===== config.mk =====
export PLATFORM = sky130hd
export DESIGN_NAME = pipe_hazard_ctrl
export DESIGN_NICKNAME = d
export VERILOG_FILES = /design/src/rtl/pipe_pkg.sv /design/src/rtl/pipe_hazard_ctrl_lu_detect.sv /design/src/rtl/pipe_hazard_ctrl.sv
export SDC_FILE = /design/constraint.sdc
export NUM_CORES = 1
export LEC_CHECK = 0
export BUFFER_PORTS_ARGS = -buffer_cell sky130_fd_sc_hd__buf_2
export CAP_MARGIN = 20
export CORE_MARGIN = 5
export CORE_UTILIZATION = 51
export CTS_CLUSTER_SIZE = 16
export DETAILED_ROUTE_END_ITERATION = 16
export HOLD_SLACK_MARGIN = 0.05
export PLACE_DENSITY = 0.84
export SLEW_MARGIN = 20
export SYNTH_ARGS = -nofsm -noshare
export SYNTH_HDL_FRONTEND = slang
export SYNTH_HIERARCHICAL = 1
export SYNTH_SLANG_ARGS = --single-unit

===== constraint.sdc =====
create_clock -name clk -period 2.9 [get_ports clk]
set_clock_uncertainty 0.1 [all_clocks]
set_input_delay 0.145 -clock clk [delete_from_list [all_inputs] [get_ports clk]]
set_output_delay 0.145 -clock clk [all_outputs]
set_load 0.02 [all_outputs]

===== src/rtl/pipe_pkg.sv =====
// Shared types for the hazard/tag pipeline: register index, per-stage write tag,
// FSM state encoding and the tag reset value.
package pipe_pkg;

  localparam int REG_W = 3;

  typedef logic [REG_W-1:0] reg_idx_t;

  typedef struct packed {
    logic     valid;
    logic     rw;
    reg_idx_t rd;
    logic     load;
  } tag_t;

  typedef enum logic [0:0] {
    RUN      = 1'b0,
    MEM_WAIT = 1'b1
  } state_e;

  localparam tag_t TAG_RST = '{valid: 1'b0, rw: 1'b0, rd: 3'd0, load: 1'b0};

  // An empty ID slot becomes a bubble, so rw/load never leak from a non-instruction.
  function automatic tag_t id_tag(input logic valid, input logic rw,
                                  input reg_idx_t rd, input logic load);
    tag_t t;
    if (valid) begin
      t.valid = 1'b1;
      t.rw    = rw;
      t.rd    = rd;
      t.load  = load;
    end else begin
      t = TAG_RST;
    end
    return t;
  endfunction

endpackage


===== src/rtl/pipe_hazard_ctrl_lu_detect.sv =====
// Combinational load-use comparator: flags an ID instruction that reads the
// destination of a load currently sitting in ID/EX.
module lu_detect
  import pipe_pkg::*;
#(
  parameter bit ZERO_REG_HARD = 1'b0
) (
  input  tag_t     idex_i,
  input  logic     id_valid_i,
  input  reg_idx_t rs1_i,
  input  reg_idx_t rs2_i,
  input  logic     use1_i,
  input  logic     use2_i,
  output logic     lu_o
);

  logic hit1_s;
  logic hit2_s;
  logic rd_live_s;

  // R0 cannot carry a dependency when it is hardwired, so its matches are dropped.
  always_comb begin
    hit1_s    = use1_i && (rs1_i == idex_i.rd);
    hit2_s    = use2_i && (rs2_i == idex_i.rd);
    rd_live_s = !(ZERO_REG_HARD && (idex_i.rd == 3'd0));
    lu_o      = idex_i.valid && idex_i.load && idex_i.rw && id_valid_i &&
                rd_live_s && (hit1_s || hit2_s);
  end

endmodule


===== src/rtl/pipe_hazard_ctrl.sv =====
// Control-tag pipeline ID/EX -> EX/MEM -> MEM/WB with load-use stall insertion
// and a freeze while the memory stage waits on a slow load.
module pipe_hazard_ctrl
  import pipe_pkg::*;
#(
  parameter bit ZERO_REG_HARD = 1'b0,
  parameter int CNT_W         = 16
) (
  input  logic             clk,
  input  logic             rst,
  input  logic             id_valid,
  input  logic [2:0]       id_rs1,
  input  logic [2:0]       id_rs2,
  input  logic             id_use1,
  input  logic             id_use2,
  input  logic [2:0]       id_rd,
  input  logic             id_rw,
  input  logic             id_load,
  input  logic             mem_ready,
  input  logic             flush,
  output logic             stall,
  output logic             freeze,
  output logic             EX_MEM_RW,
  output logic [2:0]       EX_MEM_Reg1,
  output logic             MEM_WB_RW,
  output logic [2:0]       MEM_WB_Reg1,
  output logic             ID_EX_Load,
  output logic [CNT_W-1:0] stall_cnt
);

  localparam logic [CNT_W-1:0] CNT_ONE = {{(CNT_W-1){1'b0}}, 1'b1};
  localparam logic [CNT_W-1:0] CNT_MAX = {CNT_W{1'b1}};

  state_e          state_q, state_d;
  tag_t            idex_q, idex_d;
  tag_t            exmem_q, exmem_d;
  logic            memwb_rw_q, memwb_rw_d;
  reg_idx_t        memwb_rd_q, memwb_rd_d;
  logic [CNT_W-1:0] cnt_q, cnt_d;
  logic            lu_s;
  logic            mem_wait_s;

  lu_detect #(
    .ZERO_REG_HARD(ZERO_REG_HARD)
  ) u_lu (
    .idex_i    (idex_q),
    .id_valid_i(id_valid),
    .rs1_i     (id_rs1),
    .rs2_i     (id_rs2),
    .use1_i    (id_use1),
    .use2_i    (id_use2),
    .lu_o      (lu_s)
  );

  // mem_ready only matters while EX/MEM actually holds a load.
  always_comb begin
    mem_wait_s = exmem_q.valid && exmem_q.load && !mem_ready;
  end

  // FSM, stall/freeze generation and tag advance.
  always_comb begin
    state_d    = state_q;
    freeze     = 1'b0;
    stall      = 1'b0;
    idex_d     = idex_q;
    exmem_d    = exmem_q;
    memwb_rw_d = memwb_rw_q;
    memwb_rd_d = memwb_rd_q;

    case (state_q)
      RUN: begin
        if (mem_wait_s) begin
          freeze  = 1'b1;
          state_d = MEM_WAIT;
        end else begin
          freeze  = 1'b0;
          state_d = RUN;
        end
      end
      MEM_WAIT: begin
        if (mem_ready) begin
          freeze  = 1'b0;
          state_d = RUN;
        end else begin
          freeze  = 1'b1;
          state_d = MEM_WAIT;
        end
      end
      default: begin
        freeze  = 1'b0;
        state_d = RUN;
      end
    endcase

    // A flushed ID slot is dead, so holding it for a load-use would waste a cycle.
    if (freeze) begin
      stall = 1'b1;
    end else begin
      stall = lu_s && !flush;
      if (lu_s || flush) begin
        idex_d = TAG_RST;
      end else begin
        idex_d = id_tag(id_valid, id_rw, id_rd, id_load);
      end
      exmem_d    = idex_q;
      memwb_rw_d = exmem_q.rw;
      memwb_rd_d = exmem_q.rd;
    end
  end

  // Saturating count of stalled or frozen cycles.
  always_comb begin
    if ((stall || freeze) && (cnt_q != CNT_MAX)) begin
      cnt_d = cnt_q + CNT_ONE;
    end else begin
      cnt_d = cnt_q;
    end
  end

  // State registers with synchronous reset that abandons any stall or wait.
  always_ff @(posedge clk) begin
    if (rst) begin
      state_q    <= RUN;
      idex_q     <= TAG_RST;
      exmem_q    <= TAG_RST;
      memwb_rw_q <= 1'b0;
      memwb_rd_q <= 3'd0;
      cnt_q      <= {CNT_W{1'b0}};
    end else begin
      state_q    <= state_d;
      idex_q     <= idex_d;
      exmem_q    <= exmem_d;
      memwb_rw_q <= memwb_rw_d;
      memwb_rd_q <= memwb_rd_d;
      cnt_q      <= cnt_d;
    end
  end

  assign EX_MEM_RW   = exmem_q.rw;
  assign EX_MEM_Reg1 = exmem_q.rd;
  assign MEM_WB_RW   = memwb_rw_q;
  assign MEM_WB_Reg1 = memwb_rd_q;
  assign ID_EX_Load  = idex_q.load;
  assign stall_cnt   = cnt_q;

endmodule

# After elaboration in Yosys (flattened, before gate mapping)
# Index checks and enable logic that the tools add are counted.
# W data, S select, Z words.
totals:
  regBits: 33
  output_inout_bits: 27
  in_bits: 18
  word_cells: 38
classes:
  n_bitwise: 1
  n_addsub: 1
  n_eq_ne: 3
  mux: 6
  n_reduce_logical: 15
ops:
  columns: ["cell", "count"]
  rows:
  - ["$add A16 B1 Y16 const B", 1]
  - ["$ne A16 B16 Y1 const B", 1]
  - ["$mux W6", 2]
  - ["$logic_and A1 B1 Y1", 10]
  - ["$eq A3 B3 Y1", 2]
  - ["$logic_or A1 B1 Y1", 3]
  - ["$mux W1", 3]
  - ["$logic_not A1 Y1", 2]
  - ["$pmux W1 S2", 1]
  - ["$not A1 Y1", 1]

# Depth between registers and ports, before layout
depth:
  word_depth: 8
  ltp_mapped: 10
  depth_no_buf: 8

# Hierarchy
# Netlist, hierarchy kept.
by_module_without_submodules:
  columns: ["module", "seq_area_each_um2", "area_each_um2", "cells_per_inst", "instances"]
  rows:
  - ["pipe_hazard_ctrl", 660.6, 1493.9, 160, 1]
  - ["lu_detect", 0.0, 76.3, 10, 1]

# Worst setup path before layout
# Ideal clock, no wire load.
synth_path:
  path_kind: "reg-to-reg"
  start: "register idex_q[1] in the netlist's numbering"
  end: "register cnt_q[14], in the netlist stall_cnt[14]"
  t_arrival_ps: 1924
  synth_period_minus_slack_ps: 2147
  path_slack_ps: 753
  t_required_ps: 2677
  setup_ps: 123
  path_buffers: 1
  path_stages_with_launch: 9
  path_cell_list: "dfxtp_1 -> xnor2_1 -> nand4_1 -> a21oi_1 -> inv_2 -> o22a_2 -> buf_2 -> nor4b_1 -> mux2_1"
synth_between:
  elab_chain_len: 8
  elab_cells_between_ends: 10
  cone_classes: "eq/ne (2); mux (1); reduce/logical (7)"
synth_rtl:
  columns: ["item", "line", "rtl"]
  rows:
  - ["from (decl)", "pipe_hazard_ctrl.sv:35", "tag_t idex_q, idex_d;"]
  - ["from (signal assigned)", "pipe_hazard_ctrl.sv:131", "idex_q <= idex_d;"]
  - ["$eq A3 B3 Y1 (on tied branches)", "pipe_hazard_ctrl_lu_detect.sv:23, pipe_hazard_ctrl_lu_detect.sv:24", null]
  - ["$logic_and A1 B1 Y1 (on tied branches)", "pipe_hazard_ctrl_lu_detect.sv:23, pipe_hazard_ctrl_lu_detect.sv:24", null]
  - ["$logic_or A1 B1 Y1 *", "pipe_hazard_ctrl_lu_detect.sv:27", "rd_live_s && (hit1_s || hit2_s);"]
  - ["$logic_and A1 B1 Y1 *", "pipe_hazard_ctrl_lu_detect.sv:27", null]
  - ["net lu_s", "pipe_hazard_ctrl.sv:40", "logic lu_s;"]
  - ["$logic_and A1 B1 Y1 *", "pipe_hazard_ctrl.sv:99", "stall = lu_s && !flush;"]
  - ["$mux W1 *", "pipe_hazard_ctrl.sv:96", "if (freeze) begin"]
  - ["$logic_or A1 B1 Y1 *", "pipe_hazard_ctrl.sv:113", "if ((stall || freeze) && (cnt_q != CNT_MAX)) begin"]
  - ["$logic_and A1 B1 Y1 *", "pipe_hazard_ctrl.sv:113", null]
  - ["to (signal assigned)", "pipe_hazard_ctrl.sv:128", "cnt_q <= {CNT_W{1'b0}};"]
  - ["to (signal assigned)", "pipe_hazard_ctrl.sv:135", "cnt_q <= cnt_d;"]
  - ["to (decl)", "pipe_hazard_ctrl.sv:39", "logic [CNT_W-1:0] cnt_q, cnt_d;"]
# Mark *: on every way through the listed nets, which the timed path passes. The rest lies on a longest branch.
# A chain may end at the register's enable or synchronous reset.

# Worst setup path after layout
layout_path:
  start: "register idex_q[3] in the netlist's numbering"
  end: "register cnt_q[14], in the netlist stall_cnt[14]"
# Same word-level chain as after synthesis.

==> tab_implementation.tex <==
\begin{tabular}{lr}
\hline
Metric & Value \\
\hline
\multicolumn{2}{l}{\textbf{Synth}} \\
Largest cells by area after synthesis & dfxtp\_1, mux2i\_1, nor2\_1 \\
Count of warnings emitted by yosys & 6 \\
Cell accounting for the most synthesized area & dfxtp\_1 \\
Commonest cells post-synth & dfxtp\_1, nor2\_1, a21oi\_1, mux2i\_1, nand4\_1 \\
Predominant post-synthesis flop cell & dfxtp\_1 \\
Mapped Area & 1570 um\^{}2 \\
Flip-flop and latch count after synthesis & 33 \\
Number of distinct standard cells referenced by the synthesized netlist & 38 \\
Portion of synthesized cell area occupied by the leading cell type & 42.1\% \\
Number of synthesized flops with an enable pin & 0 \\
Most common cell in the netlist & dfxtp\_1 \\
Syn nets & 189 \\
Async S/R FF share, synth & 0\% \\
Part of the Yosys area used for sequential elements & about 42\% \\
Mean cell area of the mapped netlist & 9.24 um\^{}2 \\
Number of standard cells after synthesis & 170 \\
\multicolumn{2}{l}{\textbf{Hold path}} \\
Hold\_sp & flush \\
Worst hold path class & input port to flip-flop \\
\multicolumn{2}{l}{\textbf{Final layout}} \\
Diodes inserted & 0 \\
Fraction of layout instances using a drive strength above 1 & 27.9\% \\
Filler instances & 266 \\
Net count reported at finish & approximately 240 \\
Area growth, synth to finish & 21.0\% \\
Cell Count, Final, Fillers Out & 252 \\
\multicolumn{2}{l}{\textbf{Routing}} \\
Vias & 1,455 \\
Pre-Repair DR Iteration Count & 4 \\
Routed Antenna Nets & 0 \\
Detail-routed via count per cell & 5.77 \\
DRC & 0 \\
Total wire length & around 3600 um \\
Routed wirelength normalized by instance count & 14.3 um \\
Iteration-0 DRC count of the detailed router & 57 \\
\multicolumn{2}{l}{\textbf{Timing}} \\
Highest achievable clock rate & 433 MHz \\
Least-Margin Pin Slew & 0.749 ns \\
Final hold violations & 0 \\
Worst Slack Setup Final & $\sim$0.59 ns \\
Final Critical Period & about 2.3 ns \\
Slew margin rel. & 49.7\% \\
Slew Limit Fails & 0 \\
Fin crit share & 79.7\% \\
Post-route setup TNS & 0 ns \\
Worst hold slack across all endpoints & 0.0906 ns \\
Endpoints failing setup & 0 \\
Setup repair after global routing missed its margin & false \\
\multicolumn{2}{l}{\textbf{Setup path}} \\
Crit path DAT & 2.43 ns \\
Critical path launch point type & flip-flop \\
Origin of the worst setup path & idex\_q[3] \\
Launch instance of the worst register-to-register path & idex\_q[3] \\
Max FO, Critical Path & 26 \\
Worst reg-to-reg setup slack & 0.59 ns \\
Category of the critical setup timing path & flip-flop to flip-flop \\
Category of the worst setup path capture point & flip-flop \\
Req. time, crit path & approximately 3 ns \\
\multicolumn{2}{l}{\textbf{Die}} \\
Number of rows in the core area & 20 \\
Overall die area & 4290 um\^{}2 \\
Die Span X & around 65 um \\
Placeable core area & 3000 um\^{}2 \\
Number of placed I/O pins & 45 \\
Overall die height & 65.5 um \\
Initial core utilization & between 50\% and 60\% \\
\multicolumn{2}{l}{\textbf{Pwr}} \\
Leakage power & 0.758 nW \\
Largest voltage drop on the vdd net & $\sim$0.29 mV \\
Power per standard cell area & 394 nW/um\^{}2 \\
\multicolumn{2}{l}{\textbf{Status}} \\
Outcome & finished, final reports clean \\
\multicolumn{2}{l}{\textbf{Clocking}} \\
\# Post-CTS Setup Buffers & 0 \\
Count of H-tree levels built during CTS & 2 \\
Clock Pin Slew Worst Setup and Hold Paths & about 0.1 ns \\
Clock root cell & clkbuf\_4 \\
CTS buffer count & 5 \\
Sink Count & 33 \\
Max clock buf depth & 2 \\
Clock network latency to the later pin of the worst-skew pair & around 0.33 ns \\
TritonCTS clock tree & done \\
\multicolumn{2}{l}{\textbf{Global routing}} \\
Initial antenna violation count & 0 \\
Total global routing overflow & 0 \\
Total GRT Usage & a little under a fifth \\
Via count of the first global-routing pass & around 1,400 \\
Pin count of the biggest net entering global routing & 35 \\
Wire length of the first global-routing pass & 6030 um \\
\multicolumn{2}{l}{\textbf{Job}} \\
Max-cap check violation count & 0 \\
\multicolumn{2}{l}{\textbf{Placement}} \\
Post-DP HPWL & 2560 um \\
Count of placed standard cells including taps & 238 \\
GPL Wtd Cong & 0.803 \\
Total of buffers placed on input and output ports & between 40 and 50 \\
Setup WS pre-CTS & between 0.6 and 0.7 ns \\
\hline
\end{tabular}
-- what timing repair did --
| action | 4_1_cts | 5_1_grt |
|---|---|---|
| endpoints found under the setup margin | 0 | 0 |
| hold buffers | 6 | 0 |
| endpoints found under the hold margin | 6 | 0 |
| gates resized for setup | 0 | 0 |
-- worst max-delay path, cell delays in order, from the launching register on --
cell,delay [ns]
dfxtp_1,0.42
xnor2_1,0.15
nand4_1,0.11
a21oi_1,0.26
inv_2,0.05
o22a_2,0.37
nor4b_1,0.40
mux2_1,0.35
-- through the flow --
stage                     cell area (um^2)  total power [mW]  util [%]
after detailed placement              1790             0.513      59.5
after global placement                1790             0.512      59.5
after CTS                             1900             0.763      63.2
after floorplan                       1570             0.494         -
final                                 1900             0.749      63.2
after global routing                  1900             0.789      63.2
-- report_power, final --
group          total [mW]  internal [mW]  switching [mW]
Combinational      0.0472         0.0241          0.0231
Clock               0.241         0.0922           0.148
Sequential          0.461          0.457         0.00398
Total               0.749          0.574           0.175
-- flip-flops by register name, summed over array words and instances, names as in the netlist --
name and cells:
EX_MEM_RW 1, EX_MEM_Reg1 3, MEM_WB_RW 1, state_q 1
MEM_WB_Reg1 3, ID_EX_Load 1, stall_cnt 16, idex_q 5
exmem_q 2
-- cells in the final DEF, fill, tap and decap left out, types with 2 or more instances in the layout --
master	netlist	layout
buf_4	4	2
o21ai_0	2	2
dlygate4sd3_1	0	6
nor4_1	4	4
o31ai_1	7	7
nor2b_1	5	5
a21oi_1	12	12
nand2_1	4	4
a22o_1	5	5
mux2_1	5	5
dfxtp_1	33	33
clkbuf_4	0	5
nand3_1	6	6
or4_1	7	7
inv_1	3	3
mux2i_1	10	10
nand4_1	8	8
nor2_1	21	20
clkinv_2	0	2
nor4_2	2	2
nor3_1	2	2
and4_1	2	2
buf_2	4	44
xnor2_1	6	6
-- final timing paths --
check,to,depth (start not counted)
min reg2reg,MEM_WB_Reg1[1],2
max reg2reg,stall_cnt[14],7
max,stall_cnt[14],7
min,idex_q[5],3
-- area by class of cell --
type | count | area, um^2 | share of cell area, %
Clock buffer | 6 | 41.3 | 2.17
Clock inverter | 2 | 10.0 | 0.527
Inverter | 4 | 15.0 | 0.791
Multi-Input combinational cell | 122 | 836 | 44.0
Sequential cell | 33 | 661 | 34.8
Tap cell | 33 | 41.3 | 2.17
Timing Repair Buffer | 52 | 295 | 15.5
-- layer usage --
layer / wire length (um) / global-route usage [%] / up-vias
met4: 34 / 5.44 / 0
met3: 265 / 7.01 / 3
met5: 0 / 0 / -
met1: 1620 / 21.6 / 676
met2: 1690 / 30.3 / 53
li1: - / - / 723
-- kinds of logic after synthesis --
family	after synthesis	synth area share, %
AOI/OAI and AO/OA	29	12.3
xor gates and xnor gates	6	3.35
adders and majority gates	1	0.797
buffers and inverters	15	4.86
DFF	33	42.1
muxes	16	10.7
and+or+nand+nor	70	26.0
Power figures use the tool's default switching activity.
